`src/rtl/free_list_pkg.sv`:
```
// rtl/free_list_pkg.sv - shared rename-stage types and sizing for the free list and RAT.
package free_list_pkg;

  localparam int PHY_REG_NUM  = 64;
  localparam int DECODE_WIDTH = 4;
  localparam int COMMIT_WIDTH = 2;
  localparam int PW           = $clog2(PHY_REG_NUM);

  typedef logic [PW-1:0] PRegIdxT;
  typedef logic [PW:0]   FlPtrT;

endpackage

```
`src/rtl/free_list_prefix_popcount.sv`:
```
// rtl/free_list_prefix_popcount.sv - per-bit exclusive prefix counts of a vector plus its total.
module prefix_popcount #(
  parameter int N  = 4,
  parameter int CW = $clog2(N + 1)
) (
  input  logic [N-1:0]         vec_i,
  output logic [N-1:0][CW-1:0] prefix_o,
  output logic [CW-1:0]        total_o
);

  logic [CW-1:0] acc;

  always_comb begin
    acc = '0;
    for (int i = 0; i < N; i++) begin
      prefix_o[i] = acc;
      acc = acc + CW'(vec_i[i]);
    end
    total_o = acc;
  end

endmodule

```
`src/rtl/free_list.sv`:
```
// rtl/free_list.sv - circular free physical register queue feeding the RAT.
// Speculative head allocates, arch head tracks commits, tail reclaims freed pregs.
module free_list #(
  parameter int  PHY_REG_NUM  = free_list_pkg::PHY_REG_NUM,
  parameter int  DECODE_WIDTH = free_list_pkg::DECODE_WIDTH,
  parameter int  COMMIT_WIDTH = free_list_pkg::COMMIT_WIDTH,
  localparam int PW           = $clog2(PHY_REG_NUM)
) (
  input  logic                             clk,
  input  logic                             rst_n,
  input  logic                             alloc_valid_i,
  input  logic [DECODE_WIDTH-1:0]          alloc_req_i,
  output logic                             alloc_ready_o,
  output logic [DECODE_WIDTH-1:0][PW-1:0]  preg_o,
  input  logic [COMMIT_WIDTH-1:0]          commit_alloc_i,
  input  logic [COMMIT_WIDTH-1:0]          free_i,
  input  logic [COMMIT_WIDTH-1:0][PW-1:0]  free_preg_i,
  input  logic                             restore_i,
  output logic [PW:0]                      free_cnt_o
);

  import free_list_pkg::*;

  localparam int ACW = $clog2(DECODE_WIDTH + 1);
  localparam int CCW = $clog2(COMMIT_WIDTH + 1);

  logic [PW-1:0] entries_q [PHY_REG_NUM];
  logic [PW-1:0] entries_d [PHY_REG_NUM];
  logic [PW:0]   head_q, head_d;
  logic [PW:0]   arch_head_q, arch_head_d;
  logic [PW:0]   tail_q, tail_d;
  logic [PW:0]   count;
  logic          fire;

  logic [DECODE_WIDTH-1:0][ACW-1:0] alloc_prefix;
  logic [ACW-1:0]                   alloc_total;
  logic [COMMIT_WIDTH-1:0][CCW-1:0] free_prefix;
  logic [CCW-1:0]                   free_total;
  logic [COMMIT_WIDTH-1:0][CCW-1:0] commit_prefix;
  logic [CCW-1:0]                   commit_total;

  prefix_popcount #(.N(DECODE_WIDTH), .CW(ACW)) u_alloc_pc (
    .vec_i    (alloc_req_i),
    .prefix_o (alloc_prefix),
    .total_o  (alloc_total)
  );

  prefix_popcount #(.N(COMMIT_WIDTH), .CW(CCW)) u_free_pc (
    .vec_i    (free_i),
    .prefix_o (free_prefix),
    .total_o  (free_total)
  );

  prefix_popcount #(.N(COMMIT_WIDTH), .CW(CCW)) u_commit_pc (
    .vec_i    (commit_alloc_i),
    .prefix_o (commit_prefix),
    .total_o  (commit_total)
  );

  always_comb begin
    count         = tail_q - head_q;
    alloc_ready_o = !restore_i && (count >= (PW+1)'(alloc_total));
    fire          = alloc_valid_i && alloc_ready_o;

    // Slot i takes the entry after every lower requesting slot; index wraps mod depth.
    for (int i = 0; i < DECODE_WIDTH; i++) begin
      preg_o[i] = entries_q[head_q[PW-1:0] + PW'(alloc_prefix[i])];
    end

    arch_head_d = arch_head_q + (PW+1)'(commit_total);
    head_d      = head_q;
    if (restore_i) begin
      head_d = arch_head_d;
    end else if (fire) begin
      head_d = head_q + (PW+1)'(alloc_total);
    end

    tail_d    = tail_q + (PW+1)'(free_total);
    entries_d = entries_q;
    for (int k = 0; k < COMMIT_WIDTH; k++) begin
      if (free_i[k]) begin
        entries_d[tail_q[PW-1:0] + PW'(free_prefix[k])] = free_preg_i[k];
      end
    end
  end

  assign free_cnt_o = count;

  always_ff @(posedge clk or negedge rst_n) begin
    if (!rst_n) begin
      for (int i = 0; i < PHY_REG_NUM; i++) begin
        entries_q[i] <= PW'(i);
      end
      head_q      <= '0;
      arch_head_q <= '0;
      tail_q      <= (PW+1)'(PHY_REG_NUM);
    end else begin
      entries_q   <= entries_d;
      head_q      <= head_d;
      arch_head_q <= arch_head_d;
      tail_q      <= tail_d;
    end
  end

  // Frees beyond capacity and commits past the speculative head are upstream bugs.
  always_ff @(posedge clk) begin
    if (rst_n) begin
      assert (32'(count) + 32'(free_total) <= 32'(PHY_REG_NUM));
      for (int k = 0; k < COMMIT_WIDTH; k++) begin
        if (commit_alloc_i[k]) begin
          assert ((PW+1)'(commit_prefix[k]) < (head_q - arch_head_q));
        end
      end
    end
  end

endmodule

```
`config.mk`:
```
export PLATFORM = sky130hd
export DESIGN_NAME = free_list
export DESIGN_NICKNAME = d
export VERILOG_FILES = /design/src/rtl/free_list_pkg.sv /design/src/rtl/free_list_prefix_popcount.sv /design/src/rtl/free_list.sv
export SDC_FILE = /design/constraint.sdc
export NUM_CORES = 2
export LEC_CHECK = 0
export CAP_MARGIN = 20
export CORE_MARGIN = 2
export CORE_UTILIZATION = 35
export CTS_CLUSTER_DIAMETER = 50
export CTS_CLUSTER_SIZE = 16
export DETAILED_ROUTE_END_ITERATION = 6
export PLACE_DENSITY = 0.54
export SLEW_MARGIN = 20
export SYNTH_ARGS = -nofsm -noshare
export SYNTH_HDL_FRONTEND = slang
export SYNTH_SLANG_ARGS = --single-unit
```
`constraint.sdc`:
```
create_clock -name clk -period 6.83 [get_ports clk]
set_input_delay 1.0245 -clock clk [delete_from_list [all_inputs] [get_ports clk]]
set_output_delay 1.0245 -clock clk [all_outputs]
set_load 0.005 [all_outputs]
```
# Word level (Yosys, flattened, before mapping)

Cells that the tools add are included.

Flip-flop bits (word level): 405
Bits of input ports: 24

Add/subtract/negate cells: 13
Bitwise operators: 6
Muxes and demuxes: 22
Magnitude comparators: 9
Reductions and logical operators: 6

Operator list:

| kind               | count |
|---|---|
| $bwmux 384         | 2 |
| $mux 384           | 2 |
| $bmux 6 s6         | 4 |
| $demux 6 s6        | 2 |
| $mux 6             | 10 |
| $ge 7x7->1 const B | 6 |
| $not 6->7          | 6 |
| $add 7x2->7        | 2 |
| $lt 7x1->1 const B | 2 |
| $mux 7             | 2 |
| $add 6x1->6        | 2 |
| $add 6x3->6        | 2 |
| $add 7x3->7        | 1 |
| $ge 7x3->1         | 1 |
| $sub 7x7->7        | 1 |
| $add 1x1->2        | 3 |
| $add 3x1->3        | 2 |
| $logic_and 1x1->1  | 4 |
| $reduce_bool 2->1  | 1 |
| $logic_not 1->1    | 1 |

# Depth between registers and ports, before layout

Depth in word-level cells: 9
Gate-level depth with buffers: 12
Gate-level depth less buffers: 11

# By module

Synthesis repeated with hierarchy kept, for this count alone.

Cell total of the unflattened synthesis: 2530
Area total of the unflattened synthesis: 34030.1 um^2

Modules (own cells, without submodules):

| module                            | instances | area an instance (um^2) | cells an instance |
|---|---|---|---|
| free_list                         | 1         | 33753.6                 | 2494 |
| prefix_popcount (u_alloc_pc)      | 1         | 183.9                   | 24 |
| prefix_popcount (u_commit_pc ...) | 2         | 46.3                    | 6 |

# Worst setup path before layout

No wires, ideal clock.

Path type: input-to-output
Start point: in alloc_req_i[0]
End point: out preg_o[20] (netlist bit)
Path buffers: 3
Path slack: 1.482 ns
Arrival time: 4.323 ns
Cell stages on the path: 9
Path through: fa_1 > ha_1 > fa_1 > buf_2 > clkbuf_1 > clkbuf_1 > mux4_2 > mux4_2 > mux4_2

RTL lines:

| element            | RTL line        | source |
|---|---|---|
| start: declaration | free_list.sv:12 | `input logic [DECODE_WIDTH-1:0] alloc_req_i,` |
| end: declaration   | free_list.sv:14 | `output logic [DECODE_WIDTH-1:0][PW-1:0] preg_o,` |

==> flow_summary.toml <==
[synthesis]
ys_seq_area_frac = 0.318
synthFlopType = "dfrtp_1"
synth_area_um2 = 32600
netlist_instances = 2752
yosysMostFrequentCell = "mux4_2"
synthArstFlopShare = 1.00
synthTopCellsByCount = "496 x mux4_2, 353 x mux2i_1, 336 x nand2_1"
yosysUniqueCellTypes = 50
yosys_warnings = 0
postSynthAreaPerCell_um2 = 11.9
synth_top_area_share = 0.342
synth_seq_cells = 405
synth_area_leaders = "mux4_2 34%, dfrtp_1 16%, dfstp_2 16%, mux2i_1 11%, o21ai_0 4.2%"
synth_top_area_cell = "mux4_2"
synth_edf_count = 0
postSynthNetCount = 2811

[routing]
firstDrtPassIters = 7
viasPerCell = 6.52
ant_nets = 0
num_vias = 25953
drt_iter0_drc = 3645
drc = 1
routed_wl_um = 132000
wire_per_inst_um = 33.2

[timing]
worstMarginPinSlew_ns = 1.22
rsz0062_at_grt = "false"
layout_min_cycle_time_ns = 6.81
fin_tns_setup_ns = 0
final_hold_viol_count = 0
finalSetupViolCount = 0
slew_headroom = 0.185
clock_skew_ns = 0.0414
fin_crit_sh = 0.997
max_freq_mhz = 147
slew_violations = 0

[global_route]
globalRouteOverflowTotal = 0
grt_pass1_wl_um = 191000
grt_antenna_before_repair = 6
grt_max_degree = 134
first_global_vias = 25396
grtUsageTotal = 0.278

[placed_design]
place.gp.congestion = 0.975
dp.final_hpwl_um = 90400
port_buffers = 55

[floorplan]
row_count = 112
coreArea_um2 = 92900
start_util = 0.351
dieHeight_um = 309
die_area_um2 = 95700
dieWidth_um = 309
pin_count = 56

[clock_network]
cts_tree = "done"
cts_buffer_depth = 3
clk_latency_ns = 0.67
cts_hold_buf = 0
cts_root_buf = "clkbuf_16"
htree_levels = 2
clkTransAtPathRegs_ns = 0.05
postCtsSetupBuffers = 0
cts_resized = 0
numCtsBuffers = 59
cts.sinks = 405

[cells_and_area]
final_nets = 2734
final_util = 0.395
areaGrowthSynthToFinish_pct = 12.5
drive_gt1_frac = 0.358

[pwr]
power_mw = 23.2
peakVddDrop_v = 0.000421
p_per_area_nw_per_um2 = 633
p_leak_nw = 14.0

[worst_setup_path]
start_kind = "primary input"
cp_data_arrival_time_ns = 5.79
crit_fanout = 16
required_ns = 5.81
cp-end-kind = "output pin"
worstSetupPathType = "in -> out"

[min_path]
hold_class = "in -> async"

[run_status]
outcome = "complete, but fails checks"
violations = "design-rule violations"

[job]
drv_cap = 0
[per-layer routing]
layer / GRT usage / share of wire / routed length (um) / up-vias
met5: 0 / 0.00053 / 70 / -
met4: 0.109 / 0.044 / 5740 / 10
met3: 0.0984 / 0.13 / 16900 / 333
met2: 0.409 / 0.44 / 57900 / 1801
met1: 0.373 / 0.39 / 51400 / 13368
li1: - / - / - / 10441
[where the power goes]
group	internal [mW]	switching (mW)
Sequential	3.86	2.12
Clock	1.85	1.37
Combinational	7.25	6.78
[metrics by stage]
step	instance area, um^2	setup WS [ns]	hold WS [ns]	std cells
finish	36700	0.0196	0.387	3981
global route	36700	0.00664	0.435	3980
CTS	36700	0.00376	0.398	3980
detailed placement	34600	0.0303	0.470	3868
global placement	34600	0.128	0.474	3866
floorplan	32600	1.48	0.444	2752
[state kept, by name (all words and copies together), names as in the netlist]
name / cells
entries_q: 384
arch_head_q: 7
head_q: 7
tail_q: 7
[cells in the final DEF, fill, tap and decap left out, drive strengths merged, types with 4 or more instances in the layout]
cell / n
a21o: 21
a21oi: 125
a22oi: 14
and2: 9
and3: 6
buf: 103
bufinv: 4
clkbuf: 69
clkdlybuf4s50: 42
clkinv: 16
clkinvlp: 9
dfrtp: 212
dfstp: 193
fa: 8
ha: 27
inv: 42
mux2: 36
mux2i: 353
mux4: 496
nand2: 336
nand2b: 8
nand3: 16
nor2: 186
nor2b: 8
nor3: 23
o2111ai: 5
o211ai: 9
o21a: 4
o21ai: 273
or3b: 16
xnor2: 22
xor2: 8
[area by class of cell]
cell class | instances | area (um^2)
fill | 8686 | 56200
clock inverter | 43 | 517
antenna | 1 | 2.50
sequential | 405 | 10400
clock buffer | 69 | 1560
inverter | 28 | 105
timing repair buffer | 145 | 1450
tap | 1254 | 1570
multi-input combinational | 2036 | 21100
[cells by family (layout without fill, tap and decap cells)]
| kind of cell | count (synthesis) | count (layout) | share of synthesized area |
|---|---|---|---|
| XOR/XNOR | 30 | 30 | 0.00805 |
| flip-flops | 405 | 405 | 0.318 |
| buffers and inverters | 311 | 285 | 0.0395 |
| AO/OA/AOI/OAI | 467 | 467 | 0.0776 |
| AND/OR/NAND/NOR | 619 | 619 | 0.0787 |
| multiplexers | 885 | 885 | 0.463 |
| other | 0 | 1 | 0 |
| adder cells (fa/ha/maj) | 35 | 35 | 0.0153 |
[final timing paths]
kind                                          start                        to  slack [ns]  depth (start not counted)
max reg2reg                     tail_q[0]$_DFF_PN0_  entries_q[150]$_DFF_PN0_        2.75                          7
min reg2reg                arch_head_q[6]$_DFF_PN0_  arch_head_q[6]$_DFF_PN0_        0.48                          1
max                                  alloc_req_i[0]                preg_o[19]        0.02                          9
min                                           rst_n   entries_q[26]$_DFF_PN0_        0.39                          1
min in group clk           arch_head_q[6]$_DFF_PN0_  arch_head_q[6]$_DFF_PN0_        0.48                          1
max in group asynchronous                     rst_n  entries_q[278]$_DFF_PN0_        5.04                          2
[critical path, stage by stage]
cell and delay (ns):
clkdlybuf4s50_1 0.55, fa_1 0.62, ha_4 0.21, fa_4 1.01, buf_4 0.32, mux4_2 0.35
mux4_2 0.63, mux4_2 0.56, clkdlybuf4s50_1 0.48
No activity file was read; power rests on OpenSTA's default activity.
==> variant 1, RTL diff (config.mk and constraints unchanged) <==
Reset style: synchronous (`rst_n`), changed in one clocked block.
--- a/src/rtl/free_list.sv
+++ b/src/rtl/free_list.sv
@@ -88,3 +88,3 @@
 
-  always_ff @(posedge clk or negedge rst_n) begin
+  always_ff @(posedge clk) begin
     if (!rst_n) begin
Check against the original RTL: differs if rst_n is asserted again (counterexample within 4 cycles, from zero or initial values and one cycle with rst_n low); with rst_n held inactive, the same outputs for 4 cycles.
==> variant 1 against the unedited design <==
  * Core utilization decreased by 0.19 points
  * Hold slack improved by 0.15 ns
  * Global-route usage decreased by 0.70 points
  * Routed wire length decreased by 2.2%
  * Highest routed layer unchanged
  * Sequential cell count unchanged
  * Area after synthesis decreased by 1.3%
  * Worst setup slack improved by 0.21 ns
  * Final area decreased by 2.0%
Power is not compared: it rests on default switching activity, and its combinational part moved more than twofold at a synthesized area within 25%.
==> variant 1: results (changes against the unedited design) <==
Run status:
- Outcome: finished, final reports clean (was finished with violations).

Worst hold path:
- The type of the worst min-delay path is register to register (was primary input to asynchronous set/reset pin).

Global route:
- The number of global-route vias before repair is 25900 (was 25400).
- The met2 demand-to-capacity share in global routing came to 41.03% (was 40.92%).
- The met3 global-route usage came to 6.964% (was 9.844%).
- The global-route usage over all layers is 27.05% (was 27.75%).
- The global-route track usage on met1 was 36.19% (was 37.34%).
- The pin count of the biggest net entering global routing is 133 (was 134).
- The number of antenna violations at the first check in global routing was 5 (was 6).
- The wire length of the first global-routing pass came to 188200 um (was 190800 um).

Drt:
- The mean routed wirelength per cell is 31.48 um (was 33.15 um).
- The detailed-router iteration count before antenna repair is 5 (was 7).
- The total via count in the routed design came to 27260 (was 25950).
- The overall routed net length came to 129100 um (was 132000 um).
- The violation count after the first detailed-routing iteration was 3889 (was 3645).

Final layout:
- The share of post-route cells with drive strength above 1 is 29.86% (was 35.80%).
- The filler cell count in the final layout is 8679 (was 8686).
- The net count of the finished layout came to 2928 (was 2734).

Place:
- The post-DP HPWL is 89510 um (was 90450 um).
- The post-placement worst setup slack is 0.2854 ns (was 0.03029 ns).
- The placed standard-cell area is 33960 um^2 (was 34610 um^2).
- The number of cells after detailed placement is 3997 (was 3868).
- The routability congestion estimate from global placement is 0.9565 (was 0.9753).

Yosys:
- The share of synthesized flip-flops with an asynchronous set or reset was 0% (was 100.0%).
- The synthesized net count is 3034 (was 2811).
- The synthesized area per cell is 10.83 um^2 (was 11.86 um^2).
- The sequential area share after synthesis came to 25.16% (was 31.79%).
- Top post-synthesis cells by count: nand2_1 (541), mux4_2 (493), dfxtp_1 (405) (was mux4_2 (496), mux2i_1 (353), nand2_1 (336)).
- The number of distinct library cell variants in the gate-level netlist after synthesis is 55 (was 50).
- The most common flop cell mapped by yosys was dfxtp_1 (was dfrtp_1).

Setup path:
- The maximum cell stage delay along the critical path is 0.85 ns (was 1.01 ns).
- The critical path launch point is alloc_req_i[0] (unchanged).
- The number of cell instances on the worst register-to-register path is 9 (was 7).
- The largest driver fanout on the critical path is 43 (was 16).
- The critical path data arrival time came to 5.58 ns (was 5.79 ns).
- The source of the worst register-to-register timing path was tail_q[0]$_SDFF_PN0_ (was tail_q[0]$_DFF_PN0_).

CTS:
- The clock latency reported for the late side of the worst-skew pair was 0.64 ns (was 0.67 ns).
- The clock buffer count from CTS came to 55 (was 59).

STA:
- The clock skew after layout came to 0.02129 ns (was 0.04137 ns).
- The relative max-transition margin came to 20.72% (was 18.47%).

Pwr:
- The reported leakage power is 13.66 nW.
variant 1: worst paths after layout:
path,to,slack [ns]
worst max-delay path,preg_o[22],0.23
worst min-delay path,tail_q[6]$_SDFF_PN1_,0.53
worst max register to register,entries_q[324]$_SDFF_PN1_,2.89
worst min register to register,tail_q[6]$_SDFF_PN1_,0.53
variant 1: per-layer routing:
metal	part of all wire, %	routed length (um)
met1	39	50810
met2	44	57160
met3	11	14120
met4	5.4	6999
met5	0.034	44
variant 1: cell families after synthesis:
group	after synthesis	synth area share (%)
and+or+nand+nor	973	12.76
muxes	904	47.85
DFF	405	25.16
buffers and inverters	326	4.224
AOI/OAI and AO/OA	297	7.485
xor gates and xnor gates	35	0.9745
adders and majority gates	35	1.545
variant 1: layout make-up:
cell class | count | area, um^2 | share of cell area, %
Clock buffer | 64 | 1501 | 4.172
Antenna cell | 2 | 5.005 | 0.01391
Sequential cell | 405 | 8117 | 22.56
Multi-Input combinational cell | 2244 | 22930 | 63.72
Clock inverter | 38 | 494.2 | 1.373
Timing Repair Buffer | 138 | 1360 | 3.780
Tap cell | 1186 | 1484 | 4.124
Inverter | 25 | 93.84 | 0.2608
variant 1: worst register-to-register path: stages (launching register included):
cell,delay (ns)
dfxtp_1,0.52
ha_1,0.42
ha_1,0.44
a21bo_1,0.28
o22ai_1,0.18
a22oi_1,0.13
nor2_1,0.92
nand2_1,0.56
mux2i_1,0.29
nand2_1,0.07
variant 1: power by group:
group	switching [W]	internal, W
Sequential	0.0000846	0.00240
Combinational	0.00155	0.00132
Clock	0.00130	0.00188
==> variant 2, RTL diff (config.mk and constraints unchanged) <==
Without the edit above. Set the package constant `DECODE_WIDTH` to 2 (it was 4).
--- a/src/rtl/free_list_pkg.sv
+++ b/src/rtl/free_list_pkg.sv
@@ -4,3 +4,3 @@
   localparam int PHY_REG_NUM  = 64;
-  localparam int DECODE_WIDTH = 4;
+  localparam int DECODE_WIDTH = 2;
   localparam int COMMIT_WIDTH = 2;
Ports: changed (resized alloc_req_i and preg_o); port bits go from 56 to 42. The function was not compared with the original's and may differ.
==> variant 2 against the unedited design <==
  * Final cell count fell by 17%
  * Final area fell by 21%
  * Largest power group unchanged
  * Worst setup slack improved by 0.91 ns
  * Fmax rose by 15%
  * Area after synthesis fell by 20%
  * Hold slack improved by 0.057 ns
  * Routed wire length fell by 27%
  * Non-clock buffer count fell by 67
  * Sequential cell count did not move
  * Power fell by 32%
  * Die area fell by 20%
  * Synthesized cell count fell by 13%
  * First-iteration DRC count fell by 34%
==> variant 2: results (changes against the unedited design) <==
Drt:
- The via count normalized by instance count is 6.090 (was 6.519).
- The detailed-router iteration count before antenna repair is 5 (was 7).
- The violation count after the first detailed-routing iteration was 2411 (was 3645).
- The overall routed net length was 95950 um (was 132000 um).

Pwr:
- The part of the power in combinational logic was 48.5% (was 60.4%).
- The design internal power was 0.009383 W (was 0.01296 W).

Place:
- The routability congestion estimate from global placement came to 0.9237 (was 0.9753).
- The post-DP HPWL is 62770 um (was 90450 um).
- The post-placement worst setup slack is 0.9845 ns (was 0.03029 ns).
- The number of cells after detailed placement is 3216 (was 3868).

STA:
- The smallest setup slack after layout is 0.9325 ns (was 0.01956 ns).
- The clock skew after layout is 0.01551 ns (was 0.04137 ns).
- The relative max-transition margin came to 22.11% (was 18.47%).

Final layout:
- The antenna cell count is 0 (was 1).
- The filler cell count in the final layout is 7118 (was 8686).
- The number of clock-tree buffers in the layout is 63 (was 69).
- The share of post-route cells with drive strength above 1 was 26.29% (was 35.80%).
- The total area of multi-input combinational cells is 14940 um^2 (was 21120 um^2).
- The number of logic inverters in the finished layout is 23 (was 28).
- The clock-cell share of area is 6.074% (was 5.668%).
- The net count of the finished layout came to 2343 (was 2734).

Setup path:
- The critical path data arrival time is 4.87 ns (was 5.79 ns).
- The source of the worst register-to-register timing path is head_q[2]$_DFFE_PN0P_ (was tail_q[0]$_DFF_PN0_).
- The setup slack of the worst register-to-register path is 2.95 ns (was 2.75 ns).
- The kind of cell adding the most delay to the critical path is multiplexers (was adder cells).
- The number of cell instances on the worst register-to-register path is 9 (was 7).

Global route:
- The number of antenna violations at the first check in global routing is 3 (was 6).
- The wire length of the first global-routing pass was 140800 um (was 190800 um).
- The number of global-route vias before repair was 19580 (was 25400).
- The global-route usage over all layers is 24.82% (was 27.75%).

Yosys:
- The number of cells produced by synthesis is 2395 (was 2752).

CTS:
- The clock latency reported for the late side of the worst-skew pair is 0.61 ns (was 0.67 ns).

Run status:
- Outcome: finished, final reports clean (was finished with violations).
## variant 2: worst min path at each step
stage | slack [ns] | from | depth (start not counted) | to
final | 0.44 | rst_n | 1 | entries_q[277]$_DFF_PN0_
after global placement | 0.47 | arch_head_q[6]$_DFF_PN0_ | 1 | arch_head_q[6]$_DFF_PN0_
after CTS | 0.48 | arch_head_q[6]$_DFF_PN0_ | 1 | arch_head_q[6]$_DFF_PN0_
after global routing | 0.51 | tail_q[6]$_DFF_PN1_ | 1 | tail_q[6]$_DFF_PN1_
after floorplan | 0.44 | arch_head_q[6]$_DFF_PN0_ | 1 | arch_head_q[6]$_DFF_PN0_
after detailed placement | 0.47 | arch_head_q[6]$_DFF_PN0_ | 1 | arch_head_q[6]$_DFF_PN0_
## variant 2: metal layers
| metal | share of wire, % | GRT usage (%) |
|---|---|---|
| met2 | 44 | 37.22 |
| met5 | 0.042 | 0 |
| met1 | 42 | 35.03 |
| met3 | 8.8 | 4.321 |
| met4 | 4.9 | 11.37 |
## variant 2: logic make-up (layout without fill, tap and decap cells)
group           after synthesis  after routing  share of synthesized area (%)
compound gates              421            421                          8.293
buf+inv                     249            197                          3.821
xor+xnor                     25             25                         0.8369
mux                         636            636                          36.24
fa+ha+maj                    21             21                          1.119
flops                       405            405                          39.66
simple gates                638            638                          10.03
## variant 2: through the flow
step | area [um^2] | total power [W] | hold WS, ns
after detailed placement | 27260 | 0.01285 | 0.4705
after CTS | 29030 | 0.01571 | 0.4837
after global routing | 29090 | 0.01648 | 0.5129
after floorplan | 26160 | 0.009805 | 0.4359
final | 29090 | 0.01582 | 0.4436
after global placement | 27250 | 0.01265 | 0.4732
